--- config.mk ---
export PLATFORM = sky130hd
export DESIGN_NAME = dmem_access_arbiter
export DESIGN_NICKNAME = d
export VERILOG_FILES = /design/src/rtl/dmem_access_arbiter.sv
export SDC_FILE = /design/constraint.sdc
export NUM_CORES = 1
export LEC_CHECK = 0
export ABC_AREA = 1
export CAP_MARGIN = 5
export CORE_AREA = 2 2 117 119
export DETAILED_ROUTE_END_ITERATION = 10
export DIE_AREA = 0 0 119 121
export GPL_ROUTABILITY_DRIVEN = 0
export HOLD_SLACK_MARGIN = 0.15
export PLACE_DENSITY = 0.69
export SYNTH_ARGS = -nofsm -noshare
export SYNTH_HDL_FRONTEND = slang
export SYNTH_SLANG_ARGS = --single-unit
--- constraint.sdc ---
create_clock -name i_clk -period 4.5 [get_ports i_clk]
set_clock_uncertainty 0.2 [all_clocks]
set_input_delay 0.9 -clock i_clk [delete_from_list [all_inputs] [get_ports i_clk]]
set_output_delay 0.9 -clock i_clk [all_outputs]
set_load 0.005 [all_outputs]
--- src/rtl/dmem_access_arbiter.sv ---
// Data-memory arbiter between the MEM-stage core port and an external loader/debug port.
// Core has priority; a starvation counter forces a bounded loader burst that stalls the core.
module dmem_access_arbiter #(
  parameter int ADDR_W     = 32,
  parameter int DATA_W     = 32,
  parameter int STARVE_MAX = 4,
  parameter int LD_BURST   = 4
) (
  input  logic              i_clk,
  input  logic              i_rst_n,
  input  logic              i_core_req,
  input  logic              i_core_we,
  input  logic [ADDR_W-1:0] i_core_addr,
  input  logic [DATA_W-1:0] i_core_wdata,
  output logic [DATA_W-1:0] o_core_rdata,
  output logic              o_core_stall,
  input  logic              i_ld_req,
  input  logic              i_ld_we,
  input  logic [ADDR_W-1:0] i_ld_addr,
  input  logic [DATA_W-1:0] i_ld_wdata,
  output logic              o_ld_gnt,
  output logic [DATA_W-1:0] o_ld_rdata,
  output logic              o_ld_rvalid,
  output logic              o_mem_read,
  output logic              o_mem_write,
  output logic [ADDR_W-1:0] o_mem_addr,
  output logic [DATA_W-1:0] o_mem_wdata,
  input  logic [DATA_W-1:0] i_mem_rdata,
  output logic              o_dbg_state
);

  // Loader handshake: i_ld_req is the valid and o_ld_gnt the ready; a beat transfers in the
  // cycle both are high, and the loader holds request and payload stable until that cycle.

  localparam int SW = $clog2(STARVE_MAX + 1);
  localparam int BW = $clog2(LD_BURST + 1);

  typedef enum logic {
    S_CORE = 1'b0,
    S_LD   = 1'b1
  } state_t;

  state_t          r_state;
  state_t          w_state_nxt;
  logic [SW-1:0]   r_starve_cnt;
  logic [SW-1:0]   w_starve_nxt;
  logic [BW-1:0]   r_burst_cnt;
  logic [BW-1:0]   w_burst_nxt;
  logic            w_core_own;
  logic            w_ld_gnt;
  logic            w_core_stall;
  logic            w_starve_hit;
  logic            w_burst_hit;

  assign w_starve_hit = (r_starve_cnt + SW'(1)) == SW'(STARVE_MAX);
  assign w_burst_hit  = (r_burst_cnt + BW'(1)) == BW'(LD_BURST);

  always_comb begin
    w_state_nxt  = r_state;
    w_starve_nxt = r_starve_cnt;
    w_burst_nxt  = r_burst_cnt;
    w_core_own   = 1'b0;
    w_ld_gnt     = 1'b0;
    w_core_stall = 1'b0;
    case (r_state)
      S_CORE: begin
        if (i_core_req) begin
          w_core_own = 1'b1;
          if (i_ld_req) begin
            if (w_starve_hit) begin
              w_state_nxt  = S_LD;
              w_starve_nxt = '0;
            end else begin
              w_starve_nxt = r_starve_cnt + SW'(1);
            end
          end else begin
            w_starve_nxt = '0;
          end
        end else begin
          // Unopposed loader is served immediately and owes nothing to the starvation count.
          w_ld_gnt     = i_ld_req;
          w_starve_nxt = '0;
        end
      end
      S_LD: begin
        w_ld_gnt     = i_ld_req;
        w_core_stall = i_core_req;
        if (i_ld_req && !w_burst_hit) begin
          w_burst_nxt = r_burst_cnt + BW'(1);
        end else begin
          w_state_nxt = S_CORE;
          w_burst_nxt = '0;
        end
      end
      default: begin
        w_state_nxt  = S_CORE;
        w_starve_nxt = '0;
        w_burst_nxt  = '0;
      end
    endcase
  end

  always_comb begin
    o_mem_read  = 1'b0;
    o_mem_write = 1'b0;
    o_mem_addr  = '0;
    o_mem_wdata = '0;
    if (w_core_own) begin
      o_mem_read  = ~i_core_we;
      o_mem_write = i_core_we;
      o_mem_addr  = i_core_addr;
      o_mem_wdata = i_core_wdata;
    end else if (w_ld_gnt) begin
      o_mem_read  = ~i_ld_we;
      o_mem_write = i_ld_we;
      o_mem_addr  = i_ld_addr;
      o_mem_wdata = i_ld_wdata;
    end
  end

  always_ff @(posedge i_clk or negedge i_rst_n) begin
    if (!i_rst_n) begin
      r_state      <= S_CORE;
      r_starve_cnt <= '0;
      r_burst_cnt  <= '0;
    end else begin
      r_state      <= w_state_nxt;
      r_starve_cnt <= w_starve_nxt;
      r_burst_cnt  <= w_burst_nxt;
    end
  end

  // Read data for a granted loader beat is captured on the following edge.
  always_ff @(posedge i_clk or negedge i_rst_n) begin
    if (!i_rst_n) begin
      o_ld_rdata  <= '0;
      o_ld_rvalid <= 1'b0;
    end else begin
      o_ld_rvalid <= w_ld_gnt & ~i_ld_we;
      if (w_ld_gnt && !i_ld_we) begin
        o_ld_rdata <= i_mem_rdata;
      end
    end
  end

  assign o_core_rdata = i_mem_rdata;
  assign o_core_stall = w_core_stall;
  assign o_ld_gnt     = w_ld_gnt;
  assign o_dbg_state  = (r_state == S_LD);

endmodule

==> flow_summary_export.csv <==
group,metric,value,unit
layout,fill_cells,1291,
power,combPwrFrac,41.7,%
synthesis,synth_area_leaders,"nand2_1, dfrtp_1, buf_4",
power,leakagePower,2.767,nW
clocking,hold_buffers,0,
clocking,clk_latency,0.27,ns
worst_setup_path,crit_fanout,25,
synthesis,synthAdderAreaFrac,2.243,%
floorplan,design.die.area,0.01440,sq mm
power,power.density,230.2,mW/mm^2
floorplan,dieHeight,121,microns
global_route,groute.usage.overall,16.23,%
synthesis,async_flop_share,100.0,%
synthesis,synth_compound_area_share,1.077,%
synthesis,ys_seq_area_share,35.89,%
floorplan,start_util,21.31,%
floorplan,die_w,119,microns
power,swShare,27.46,%
clocking,cts_setup_buffers,0,
power,pwr-share-clk,25.1,%
detailed_routing,dr.first_iter.drc_count,200,
sta,rsz0062_at_grt,"no",
worst_setup_path,rr_endpoint,"o_ld_rdata[0]$_DFFE_PN0P_",
worst_setup_path,r2r_slack,2.50,ns
min_path,min-delay-start,"o_ld_rdata[4]$_DFFE_PN0P_",
sta,setup_viol,0,
job,maxCapViolations,0,
worst_setup_path,critPathArrivalTime,2.84,ns
detailed_routing,post-route-drc-count,0,
power,switchingPower,367.9,uW
synthesis,synth-edff-count,0,
global_route,grt_max_degree,42,
status,outcome,"finished, final reports clean",
synthesis,synth_flop_cell,"dfrtp_1",
place,dp_hpwl,9825,microns
worst_setup_path,cp.required,3.40,ns
sta,drv_slew,0,
place,numPlacedInstances,863,
clocking,post_cts_resized,0,
layout,layout_commonest_cell,"clkdlybuf4s50_1",
layout,multi_input_area,0.001339,sq mm
synthesis,synth_top_family_by_area,"simple AND/OR/NAND/NOR gates",
synthesis,muxShareOfSynthArea,0,%
sta,final.min_clock_period,3.941,ns
synthesis,synthXorXnorAreaFrac,0,%
power,p_seq_share,33.2,%
power,internal-power,972.0,uW
min_path,holdPathStages,2,
global_route,overflow,0,
sta,relSlewSlack,38.38,%
floorplan,pin_count,300,
clocking,ctsRootBufferMaster,"clkbuf_16",
synthesis,netlist.top_cell.by_area,"nand2_1",
worst_setup_path,criticalPathCategory,"input pin to output pin",
clocking,clk_path_buf_depth,2,
layout,regArea,0.001001,sq mm
global_route,grt_first_pass_wirelength,18290,microns
synthesis,ys_types,16,
detailed_routing,vias,3511,
sta,timing.fmax,253.8,MHz
synthesis,synth_nets,606,
worst_setup_path,r2r_start,"o_dbg_state$_DFF_PN0_",
detailed_routing,dr.pass1.iters,4,
floorplan,core,0.01309,sq mm
worst_setup_path,critPathLaunchType,"input pin",
sta,totalNegativeSetupSlack,0,ns
clocking,clkSinkCount,40,
synthesis,syn_area_per_cell,6.411,sq um
synthesis,syn_area,0.002789,sq mm
place,port_buffers,299,
layout,area_growth,108.7,%
min_path,holdPathEnd,"o_ld_rdata[4]$_DFFE_PN0P_",
layout,stdcell_count,870,
global_route,antenna_found_initial,1,
synthesis,synth_top_area_share,39.97,%
sta,worst_slew_pin_slew,0.9243,ns
layout,layout_common_cells,"clkdlybuf4s50_1, nand2_1, dfrtp_1, nand2_2, inv_1",
floorplan,num_rows,42,
synthesis,synth-simple-area-share,44.68,%
clocking,cts_made_buffers,5,
sta,fin_crit_sh,87.57,%
worst_setup_path,r2r_cells,7,
detailed_routing,finalWirelength,12500,microns
min_path,hp-class,"flip-flop to flip-flop",
sta,hold_violations,0,
detailed_routing,via_per_inst,4.036,
detailed_routing,wl_per_cell,14.37,microns
power,ir_worst_vdd,0.1637,mV
synthesis,synth-warning-count,0,
global_route,grt_pass1_vias,3393,
layout,num-nets-final,865,
layout,drive_above_1_share,4.467,%
worst_setup_path,end_kind,"output pin",
synthesis,synth_cells,435,
clocking,clkTransAtPathRegs,0.06,ns
synthesis,synth_seq_cells,40,
layout,num_antenna_cells,0,
clocking,h-tree-depth,2,
detailed_routing,antenna_left,0,
clocking,cts_tree,"built",
metal layers:
layer	global-route usage, %	part of all wire (%)
met4	5.060	2.2
met1	19.69	42
met2	27.16	45
met5	0	0.10
met3	5.498	10
final cells by class:
class,count,area share (%)
clock buffers,5,2.150
clock inverters,2,0.2150
inverters,14,0.9028
multi-input cells,328,23.00
flip-flops and latches,40,17.20
well taps,176,3.783
repair buffers,305,52.75
Yosys cell counts (3+ instances only):
cell and number:
buf_4 35, inv_2 4, clkbuf_1 3, ha_1 5
nand2_1 297, nand2_2 11, nand3_1 6, buf_6 6
inv_1 10, dfrtp_1 40, o21ai_0 6, buf_2 8
worst max-delay path: stages:
cell             delay, ns
clkdlybuf4s50_1       0.48
nand2_4               0.16
nand2_2               0.06
inv_2                 0.30
buf_12                0.22
nand2_1               0.09
nand2_1               0.09
clkdlybuf4s50_1       0.53
cells by family after synthesis:
kind of cell,after synthesis
buffers and inverters,67
adders and majority gates,5
AOI/OAI and AO/OA,6
and+or+nand+nor,317
DFF,40
registers in the layout, indices dropped and copies added, names as in the netlist:
register      count
o_ld_rdata       32
r_burst_cnt       3
r_starve_cnt      3
o_dbg_state       1
o_ld_rvalid       1
through the flow:
stage / cell area [sq um] / hold slack, ns / power, mW / setup slack [ns] / utilization, %
after floorplan: 2789 / 0.2570 / 0.6218 / 1.844 / -
after CTS: 5821 / 0.2800 / 1.356 / 0.5343 / 44.48
final: 5821 / 0.2746 / 1.340 / 0.5594 / 44.48
after global placement: 5683 / 0.2608 / 1.008 / 0.5353 / 43.43
after global routing: 5821 / 0.2935 / 1.414 / 0.4683 / 44.48
after detailed placement: 5683 / 0.2642 / 1.009 / 0.5434 / 43.43
worst max path at each step:
stage / startpoint / depth (start not counted) / endpoint / slack [ns]
global placement: i_core_req / 8 / o_mem_addr[23] / 0.54
detailed placement: i_core_req / 8 / o_mem_addr[23] / 0.54
global route: i_core_req / 8 / o_mem_addr[23] / 0.47
CTS: i_core_req / 8 / o_mem_addr[23] / 0.53
floorplan: i_ld_req / 7 / o_mem_wdata[10] / 1.84
finish: i_core_req / 8 / o_mem_addr[23] / 0.56
power groups by stage:
| stage | logic (mW) | registers (mW) | clock network [mW] |
|---|---|---|---|
| final | 0.559 | 0.445 | 0.336 |
| after global routing | 0.604 | 0.452 | 0.358 |
| after CTS | 0.566 | 0.445 | 0.345 |
| after detailed placement | 0.561 | 0.448 | 0 |
| after global placement | 0.560 | 0.448 | 0 |
| after floorplan | 0.170 | 0.452 | 0 |
(Power assumes the default switching activity.)
